--- config.mk ---
export PLATFORM = sky130hd
export DESIGN_NAME = zle_stream_arbiter
export DESIGN_NICKNAME = d
export VERILOG_FILES = /design/src/rtl/zle_stream_arbiter.sv
export SDC_FILE = /design/constraint.sdc
export NUM_CORES = 1
export LEC_CHECK = 0
export CORE_ASPECT_RATIO = 0.8
export CORE_MARGIN = 5
export CORE_UTILIZATION = 49
export DETAILED_ROUTE_END_ITERATION = 6
export GPL_TIMING_DRIVEN = 0
export PLACE_DENSITY_LB_ADDON = 0.2
export SKIP_LAST_GASP = 1
export SYNTH_ARGS = -nofsm -noshare
export SYNTH_HDL_FRONTEND = slang
export SYNTH_SLANG_ARGS = --single-unit
--- constraint.sdc ---
create_clock -name clock -period 2.4 [get_ports clock]
set_input_delay 0.6 -clock clock [delete_from_list [all_inputs] [get_ports clock]]
set_output_delay 0.6 -clock clock [all_outputs]
set_load 0.01 [all_outputs]
--- src/rtl/zle_stream_arbiter.sv ---
// Round-robin arbiter sharing one zero run-length encoder between N streams.
// Grants change only after a nonzero token so zero runs never span streams.
// Optional build macro ZLE_ARB_IDLE_RELEASE_EN: release a run-safe grant
// after 15 consecutive cycles with the granted stream idle.
module zle_stream_arbiter #(
  parameter int unsigned N     = 4,
  parameter int unsigned ID_W  = 2,
  parameter int unsigned W     = 3,
  parameter int unsigned BURST = 8
) (
  input  logic            clock,
  input  logic            reset,
  input  logic [N*W-1:0]  req_d,
  input  logic [N-1:0]    req_v,
  output logic [N-1:0]    req_b,
  output logic [W-1:0]    enc_d,
  output logic            enc_v,
  input  logic            enc_b,
  output logic [ID_W-1:0] grant_id,
  output logic            busy,
  output logic            in_run
);

  localparam int unsigned CNT_W  = 8;
  localparam int unsigned IDLE_W = 4;

  typedef enum logic [1:0] {
    IDLE  = 2'd0,
    GRANT = 2'd1,
    DRAIN = 2'd2
  } state_t;

  state_t            state;
  state_t            state_next;
  logic [ID_W-1:0]   rr_ptr;
  logic [ID_W-1:0]   rr_ptr_next;
  logic [ID_W-1:0]   grant_id_next;
  logic [CNT_W-1:0]  count;
  logic [CNT_W-1:0]  count_next;
  logic [CNT_W-1:0]  count_inc;
  logic              in_run_next;
  logic [W-1:0]      tok_c;
  logic              tok_v_c;
  logic              xfer_c;
  logic              found_c;
  logic [ID_W-1:0]   winner_c;
`ifdef ZLE_ARB_IDLE_RELEASE_EN
  logic [IDLE_W-1:0] idle_cnt;
  logic [IDLE_W-1:0] idle_cnt_next;
`endif

  // Select the granted stream's token.
  always_comb begin
    tok_c = '0;
    for (int k = 0; k < N; k++) begin
      if (ID_W'(k) == grant_id) tok_c = req_d[k*W +: W];
    end
  end

  assign tok_v_c   = req_v[grant_id];
  assign xfer_c    = (state != IDLE) && tok_v_c && !enc_b;
  assign count_inc = (count == CNT_W'(BURST)) ? count : count + CNT_W'(1);

  // Round-robin search: first valid stream at or above the pointer, with wrap.
  always_comb begin
    found_c  = 1'b0;
    winner_c = rr_ptr;
    for (int i = 0; i < N; i++) begin
      if (!found_c && req_v[rr_ptr + ID_W'(i)]) begin
        found_c  = 1'b1;
        winner_c = rr_ptr + ID_W'(i);
      end
    end
  end

  // State register.
  always_ff @(posedge clock or negedge reset) begin
    if (!reset) state <= IDLE;
    else        state <= state_next;
  end

  // Grant, pointer, burst count and run tracking registers.
  always_ff @(posedge clock or negedge reset) begin
    if (!reset) begin
      rr_ptr   <= '0;
      grant_id <= '0;
      count    <= '0;
      in_run   <= 1'b0;
`ifdef ZLE_ARB_IDLE_RELEASE_EN
      idle_cnt <= '0;
`endif
    end else begin
      rr_ptr   <= rr_ptr_next;
      grant_id <= grant_id_next;
      count    <= count_next;
      in_run   <= in_run_next;
`ifdef ZLE_ARB_IDLE_RELEASE_EN
      idle_cnt <= idle_cnt_next;
`endif
    end
  end

  // Next-state and next-register logic.
  always_comb begin
    state_next    = state;
    rr_ptr_next   = rr_ptr;
    grant_id_next = grant_id;
    count_next    = count;
    in_run_next   = in_run;
`ifdef ZLE_ARB_IDLE_RELEASE_EN
    idle_cnt_next = idle_cnt;
`endif
    case (state)
      IDLE: begin
        if (found_c) begin
          state_next    = GRANT;
          grant_id_next = winner_c;
          count_next    = '0;
          in_run_next   = 1'b0;
`ifdef ZLE_ARB_IDLE_RELEASE_EN
          idle_cnt_next = '0;
`endif
        end
      end
      GRANT: begin
        if (xfer_c) begin
          count_next  = count_inc;
          in_run_next = (tok_c == '0);
          if (count_inc == CNT_W'(BURST)) begin
            if (tok_c != '0) begin
              state_next  = IDLE;
              rr_ptr_next = grant_id + ID_W'(1);
            end else begin
              state_next  = DRAIN;
            end
          end
        end
`ifdef ZLE_ARB_IDLE_RELEASE_EN
        // Idle-release only while run-safe; a zero run must finish first.
        if (in_run || tok_v_c) begin
          idle_cnt_next = '0;
        end else if (idle_cnt == IDLE_W'(14)) begin
          idle_cnt_next = '0;
          state_next    = IDLE;
          rr_ptr_next   = grant_id + ID_W'(1);
        end else begin
          idle_cnt_next = idle_cnt + IDLE_W'(1);
        end
`endif
      end
      DRAIN: begin
        if (xfer_c) begin
          count_next  = count_inc;
          in_run_next = (tok_c == '0);
          if (tok_c != '0) begin
            state_next  = IDLE;
            rr_ptr_next = grant_id + ID_W'(1);
          end
        end
      end
      default: state_next = IDLE;
    endcase
  end

  // Zero-latency pass-through of the granted stream; everything stalled in IDLE.
  always_comb begin
    req_b = '1;
    enc_d = '0;
    enc_v = 1'b0;
    if (state != IDLE) begin
      enc_d           = tok_c;
      enc_v           = tok_v_c;
      req_b[grant_id] = enc_b;
    end
  end

  assign busy = (state != IDLE);

endmodule

Word level (Yosys, flattened, before mapping) --
Index checks and enable logic that the tools add are counted.
Operators by class: add/subtract/negate cells 5, $lt $le $gt $ge 6, eq/ne operators 13, muxes and demuxes 45, bitwise gates (word level) 2, reduce and logical (&&, ||, !) cells 22
Operators by type and width (number):
- $mux W2 | 13
- $mux W8 | 3
- $eq A8 B4 Y1 const B | 2
- $pmux W8 S2 | 1
- $lt A2 B3 Y1 const B | 5
- $mux W3 | 5
- $mux W1 | 13
- $bmux W1 S2 | 5
- $ne A2 B2 Y1 const B | 5
- $add A8 B1 Y8 const B | 1
- $logic_and A1 B1 Y1 | 6
- $pmux W2 S3 | 1
- $reduce_bool A2 Y1 | 3
- $reduce_and A5 Y1 | 1
- $add A2 B1 Y2 const B | 2
- $add A2 B2 Y2 const B | 2
- $eq A2 B2 Y1 const A | 2
- $logic_not A1 Y1 | 4
- $logic_not A2 Y1 | 2
- $mux W4 | 1
- $not A4 Y4 | 1
- $or A4 B4 Y4 | 1
- $pmux W2 S2 | 1
- $reduce_and A4 Y1 | 1
- 12 further kinds | 12
Word-level totals: bits in registers 15, input port bits 19, output and inout bits 12, logic and storage cells 98

Longest topological paths before layout --
depth after elaboration 14, mapped depth 9, depth with buffers taken out 8

Worst setup path after synthesis --
OpenSTA, ideal clock, no wires.
path type reg-to-reg, start point reg count[5], end point reg rr_ptr[1], setup time 0.128 ns, data arrival time 1.929 ns, required time 2.272 ns, slack 0.343 ns, cell stages (with the launch flop) 7, buffers on the path 0, clock period less this slack 2.057 ns, path through dfrtp_1 or3_4 or2_4 o22ai_2 nand3_2 a211oi_2 mux2_1
Between the ends: word-level cells in the longest chain between the ends 5, elaborated cells between the ends (all ways) 6, those cells by class add/sub: 1; eq/ne: 3; mux: 1; reduce/logical: 1
Ends and longest elaborated chain:
- from (decl) | RTL line 38 | logic [CNT_W-1:0] count;
- from (signal assigned) | RTL line 95 | count <= count_next;
- $add A8 B1 Y8 or $eq A8 B4 Y1 (tied branches) | RTL line 62 | assign count_inc = (count == CNT_W'(BURST)) ? count : count + CNT_W'(1);
- $mux W8 (*) | RTL line 62
- $eq A8 B4 Y1 (*) | RTL line 129 | if (count_inc == CNT_W'(BURST)) begin
- $ne A2 B2 Y1 (no source line) (*)
- $reduce_and A4 Y1 (no source line) (*)
- to (signal assigned) | RTL line 93 | rr_ptr <= rr_ptr_next;
- to (decl) | RTL line 35 | logic [ID_W-1:0] rr_ptr;
Mark *: on every way between the ends. The rest lies on a longest branch, timed or not. A chain may end at the register's enable or synchronous reset.

Worst setup path after layout --
start point in enc_b, end point out req_b[1]
Between the ends: word-level cells in the longest chain between the ends 2
Ends and longest elaborated chain:
- from (decl) | RTL line 18 | input logic enc_b,
- $or A4 B4 Y4 (no source line)
- $mux W4 | RTL line 170 | if (state != IDLE) begin
- to (decl) | RTL line 15 | output logic [N-1:0] req_b,
No other way between the ends.

==> metrics <==
Die ar. around 3700 um^2; first-pass detailed-route iteration total 4; Worst Max-Slew Pin Slew approximately 0.65 ns; dpl ws -0.476 ns; power density cells 1040 nW/um^2; Root Buffer clkbuf_4; Final WS setup between 0.03 and 0.04 ns; Reg clk slew, reported paths about 0.090 ns; final setup vio count 0; GP Congestion between 0.7 and 0.8; Critical Path Start Type primary input; initial antenna violation count 0; cells on worst reg2reg path 6; Seq cells post-synth 15; Synth top area share around 30%; minimum clock period between 2 and 2.5 ns; fin area 1800 um^2; CP Max Fanout 6; post-route setup TNS 0 ns; critical path data required time about 1.8 ns; Filler Cell Count a little under 200; DRC 0; Final Max Slew Viols 0; layout cells sized above 1 between 20% and 30%; CTS tree built; post-synthesis mux area share 4.26%; Syn Area/Cell 8.36 um^2; Die W 66.8 um; final wirelength between 3000 and 4000 um; Yosys top cell by area dfrtp_1; post-synthesis adder-cell area fraction under 10%; period utilisation layout between 90% and 100%; Simple-Gate Fraction of Synth Area between 20% and 30%; status completed; Max IR drop VDD around 0.6 mV; synth cell count leaders 26 x nand2_1, 15 x dfrtp_1, 9 x ha_1, 9 x inv_1; worst hold-check path type register to register; H-tree Lvls 1; syn nets roughly 180; ys flop type dfrtp_1; Max Fclk around 420 MHz; chip height ~55 um; RSZ-0062 raised after global routing false; maximum clock path buffer count 2; Fin. Hold Viols 0; critical path class primary input to output port; Post-CTS Hold Fix Bufs 0; Antenna Nets Post-Route 0; hold depth 1; Synth Area in Compound Gates ~20%; initial core utilization approximately 50%; Post-synth EDFFs 0; hpwl dp 2510 um; Synth Area in XOR/XNOR approximately 6.2%; DR WL/cell roughly 16 um; leakage power slightly above 0.0007 uW; Nets between 200 and 250; synth warn 0; vias in the first global route 1238; area of the mapped netlist 1260 um^2; largest net degree at the start of global routing 16; antenna fix cells 0; GRT Overall Usage between 20% and 30%; row count 16; main combinational cell family by area after synthesis simple AND/OR/NAND/NOR gates; I/O pin total 31; share of flip-flops with an asynchronous set or reset 100%; first-pass GRT wire length 5880 um; count leader, synth nand2_1; GRT Residual Overflow 0; area grow syn2layout 42.4%; Seq/Total Area, Yosys just under 30%; Core Region roughly 2500 um^2; CTS sink cnt 15; DR vias 1243; Worst EP arrival about 1.8 ns; clk_lat worst skew ~0.29 ns; CTS Buf Count 3; worst relative slew slack between 50 and 60%; Starting DRT DRC Count 36; Clock Skews just over 0.005 ns; I/O Buffers 30; placed cell areas 1610 um^2; ranking of synthesized cells by area dfrtp_1 30%, ha_1 8.9%, nand2_1 7.7%, xnor2_1 5.6%, a211oi_1 3.6%; Setup crit end kind output port; maxcap violations 0; WHS 0.548 ns; Post-Syn Instances 151; drt via density about 5.5; total power around 1900 uW; synth unique cells 39
[state kept, by name, summed over array words and instances, names as in the netlist]
name      count
rr_ptr        2
grant_id      2
state         2
count         8
in_run        1
[critical path, stage by stage]
cell and delay [ns]:
clkdlybuf4s50_1 0.50, nor2_4 0.06, nand2_1 0.06, clkdlybuf4s50_1 0.54
[layout by cell type (no fill, tap or decap), types with 4 or more instances in the layout]
master,n
nand2_1,26
clkdlybuf4s50_1,20
dfrtp_1,13
xnor2_1,8
nor2_1,7
o21ai_0,7
inv_1,6
nor2b_1,6
buf_4,6
a211oi_2,5
and2_1,5
a21oi_1,5
ha_4,5
clkbuf_1,4
a22o_1,4
[metrics by stage]
stage / util (%) / instances
2_1_floorplan: - / 151
3_3_place_gp: 65.3 / 217
3_5_place_dp: 65.3 / 217
4_1_cts: 71.4 / 227
5_1_grt: 73.0 / 227
6_report: 73.0 / 227
[report_power, final]
part           switching (uW)  total (uW)  internal [uW]  leakage [uW]
sequential               94.6         416            322      0.000195
combinational             661        1300            639      0.000514
clock                    81.3         146           64.6     0.0000150
[layout make-up]
class                   instances  area (um^2)  share of cell area, %
plain buffers                   4         16.3                  0.905
inverters                       9         33.8                   1.88
flip-flops and latches         15          378                   21.0
multi-input cells             122          958                   53.3
well taps                      36         45.0                   2.51
clock buffers                   4         26.3                   1.46
repair buffers                 37          340                   18.9
[path summary, 6_finish.rpt]
check	start	endpoint	slack, ns
max	enc_b	req_b[1]	0.03
max reg2reg	count[5]	rr_ptr[1]	0.10
min reg2reg	state[1]	state[1]	0.55
min	state[1]	state[1]	0.55
min in group asynchronous	reset	state[0]	0.71
max in group asynchronous	reset	grant_id[1]	1.23
[repair_timing]
action / 4_1_cts / 5_1_grt
endpoints found under the setup margin: 8 / 12
pin swaps: 6 / 3
resized for setup: 35 / 16
setup buffers: 7 / 0
[layer usage]
layer | part of all wire (%) | wire length [um] | vias to the layer above | GRT usage [%]
met3 | 3.6 | 130 | 4 | 5.07
met5 | 0 | 0 | - | 0
met4 | 0.94 | 34 | 0 | 4.06
met2 | 49 | 1780 | 28 | 34.5
met1 | 46 | 1660 | 598 | 26.6
li1 | - | - | 613 | -
[kinds of logic after synthesis]
| group | count (synthesis) |
|---|---|
| fa+ha+maj | 9 |
| compound gates | 36 |
| xor+xnor | 9 |
| mux | 4 |
| buf+inv | 14 |
| simple gates | 64 |
| flops | 15 |
(Power assumes the default switching activity.)
==> variant: new RTL, same flow settings <==
The parameter `ID_W` goes from 2 to 4.
--- a/src/rtl/zle_stream_arbiter.sv
+++ b/src/rtl/zle_stream_arbiter.sv
@@ -4,7 +4,7 @@
 // after 15 consecutive cycles with the granted stream idle.
 module zle_stream_arbiter #(
   parameter int unsigned N     = 4,
-  parameter int unsigned ID_W  = 2,
+  parameter int unsigned ID_W  = 4,
   parameter int unsigned W     = 3,
   parameter int unsigned BURST = 8
 ) (
Ports: changed (resized grant_id); port bits go from 31 to 33. The function was not compared with the original's and may differ.
==> variant against the unedited design <==
- sequential cell count is 4 higher
- total power rose by 71%
- final cell count is 31% higher
- wire length up 36%
- first-iteration DRC count grew to 4.0 times the old value
- largest power group unchanged
- area after synthesis rose by 38%
- final area up 39%
- critical endpoint is now enc_v
- utilization shrank 0.065 points
- setup slack improved by 4.9 ps
- fmax grew 0.21%
==> variant: results (changes against the unedited design) <==
* Status: finished clean (unchanged)
* HP Start: in_run (was state[1])
* Worst hold margin at 533.6 ps (was 547.7 ps)
* Adder-cell share of the synthesized area at 9.319% (was 8.920%)
* Initial DRC count at 144 (was 36)
* Dpl cells at 272 (was 217)
* Drt wl/cell at 16.49 um (was 15.88 um)
* Xor/xnor share of the synthesized area at 3.011% (was 6.244%)
* CTS clk-pin slew, worst paths at 70 ps (was 90 ps)
* Syn Area/Cell at 8.815 um^2 (was 8.361 um^2)
* Post-synthesis compound-gate area fraction at 21.51% (was 20.12%)
* Reg2reg setup slack at 40 ps (was 100 ps)
* Max IR drop VDD at 0.7764 mV (was 0.6002 mV)
* # fillers at 251 (was 194)
* First-pass GRT wire length at 7790 um (was 5878 um)
* CP Max Fanout at 8 (was 6)
* Hold Path Depth at 2 (was 1)
* Area contributors post-synth: dfrtp_1 (27%), ha_1 (9.3%), o21ai_0 (5.4%), mux4_2 (5.2%), nand3_1 (4.0%) (was dfrtp_1 (30%), ha_1 (8.9%), nand2_1 (7.7%), xnor2_1 (5.6%), a211oi_1 (3.6%))
* Net Sw Frac at 44.43% (was 44.92%)
* Vias in the first global route at 1597 (was 1238)
* Sink Count at 19 (was 15)
* Reg-to-Reg End: rr_ptr[2] (was rr_ptr[1])
* Worst hold endpoint: in_run (was state[1])
* Vias/cell at 5.791 (was 5.476)
* Post-DP Area at 2120 um^2 (was 1608 um^2)
* Port Buffers at 32 (was 30)
* Leakage at 1.035 nW (was 0.7247 nW)
* Unique masters post-synth at 50 (was 39)
* Worst skew pair latency at 260 ps (was 290 ps)
* Final Wtd Congestion at 0.8516 (was 0.7936)
* Final std cells w/o fill at 297 (was 227)
* R2R cell count at 8 (was 6)
* Final Skew at 3.234 ps (was 5.128 ps)
* Syn Nets at 230 (was 179)
* Final net count at 288 (was 220)
* Total GRT Usage at 19.05% (was 20.58%)
* DP HPWL at 3085 um (was 2511 um)
* Share of cells above drive strength 1 at 31.76% (was 22.51%)
* Post-synthesis mux area share at 10.97% (was 4.262%)
* Synth cell count leaders: dfrtp_1 (19), o21ai_0 (19), nand2_1 (18) (was nand2_1 (26), dfrtp_1 (15), ha_1 (9), inv_1 (9))
* Seq/Total Area, Yosys at 27.24% (was 29.73%)
* Seq. cell area at 479.2 um^2 (was 377.9 um^2)
* Worst slew pin tran at 843.8 ps (was 654.2 ps)
variant: cell count changes in the layout (fill, tap and decap cells not counted), moves of 6 or more:
cell     change
a21oi_1      +6
nand2_1      -8
xnor2_1      -6
nand3_1      +7
buf_4       +17
nor2_1       +7
variant: what timing repair did:
item	4_1_cts	5_1_grt
hold buffers	0	0
setup buffers	13	11
resized for setup	38	45
hold endpoints to repair	0	0
endpoints found under the setup margin	25	27
pin swaps	4	9
variant: final cells by class:
| type | instances | area share, % |
|---|---|---|
| Multi-Input combinational cell | 156 | 52.96 |
| Inverter | 14 | 2.305 |
| Tap cell | 42 | 2.104 |
| Buffer | 6 | 2.104 |
| Clock buffer | 4 | 1.804 |
| Sequential cell | 19 | 19.19 |
| Timing Repair Buffer | 56 | 19.54 |
variant: kinds of logic after synthesis:
| group | count (synthesis) |
|---|---|
| AND/OR/NAND/NOR | 70 |
| adder cells (fa/ha/maj) | 13 |
| multiplexers | 13 |
| buffers and inverters | 23 |
| XOR/XNOR | 6 |
| flip-flops | 19 |
| AO/OA/AOI/OAI | 54 |
variant: how the worst max path moves through the flow:
stage	cells past startpoint	end	start
after global placement	5	enc_v	req_v[1]
after global routing	8	state[0]	rr_ptr[0]
final	5	enc_v	req_v[1]
after CTS	4	enc_v	req_v[2]
after detailed placement	5	enc_v	req_v[1]
after floorplan	9	rr_ptr[1]	state[0]
variant: metal layers:
metal	part of all wire, %	up-vias	GRT usage [%]
met5	0	-	0
met4	0.39	0	2.402
met3	7.2	7	5.983
met1	46	817	27.64
met2	46	58	28.39
li1	-	838	-
variant: worst max-delay path: stages:
cell	delay, ps
clkdlybuf4s15_1	310
mux2_2	250
nor2_1	50
a211oi_1	270
clkdlybuf4s15_2	280
variant: through the flow:
step,worst slack (ps),TNS (ps)
2_1_floorplan,48.80,0
3_3_place_gp,-449.1,-8248
3_5_place_dp,-549.7,-8846
4_1_cts,-71.07,-258.9
5_1_grt,-84.76,-665.3
6_report,37.35,0
variant: power groups by stage:
stage	registers, mW	clock network, mW	logic [mW]
floorplan	0.546	0	1.25
global placement	0.559	0	1.73
detailed placement	0.565	0	1.74
CTS	0.535	0.232	2.03
global route	0.570	0.247	2.62
finish	0.554	0.227	2.40
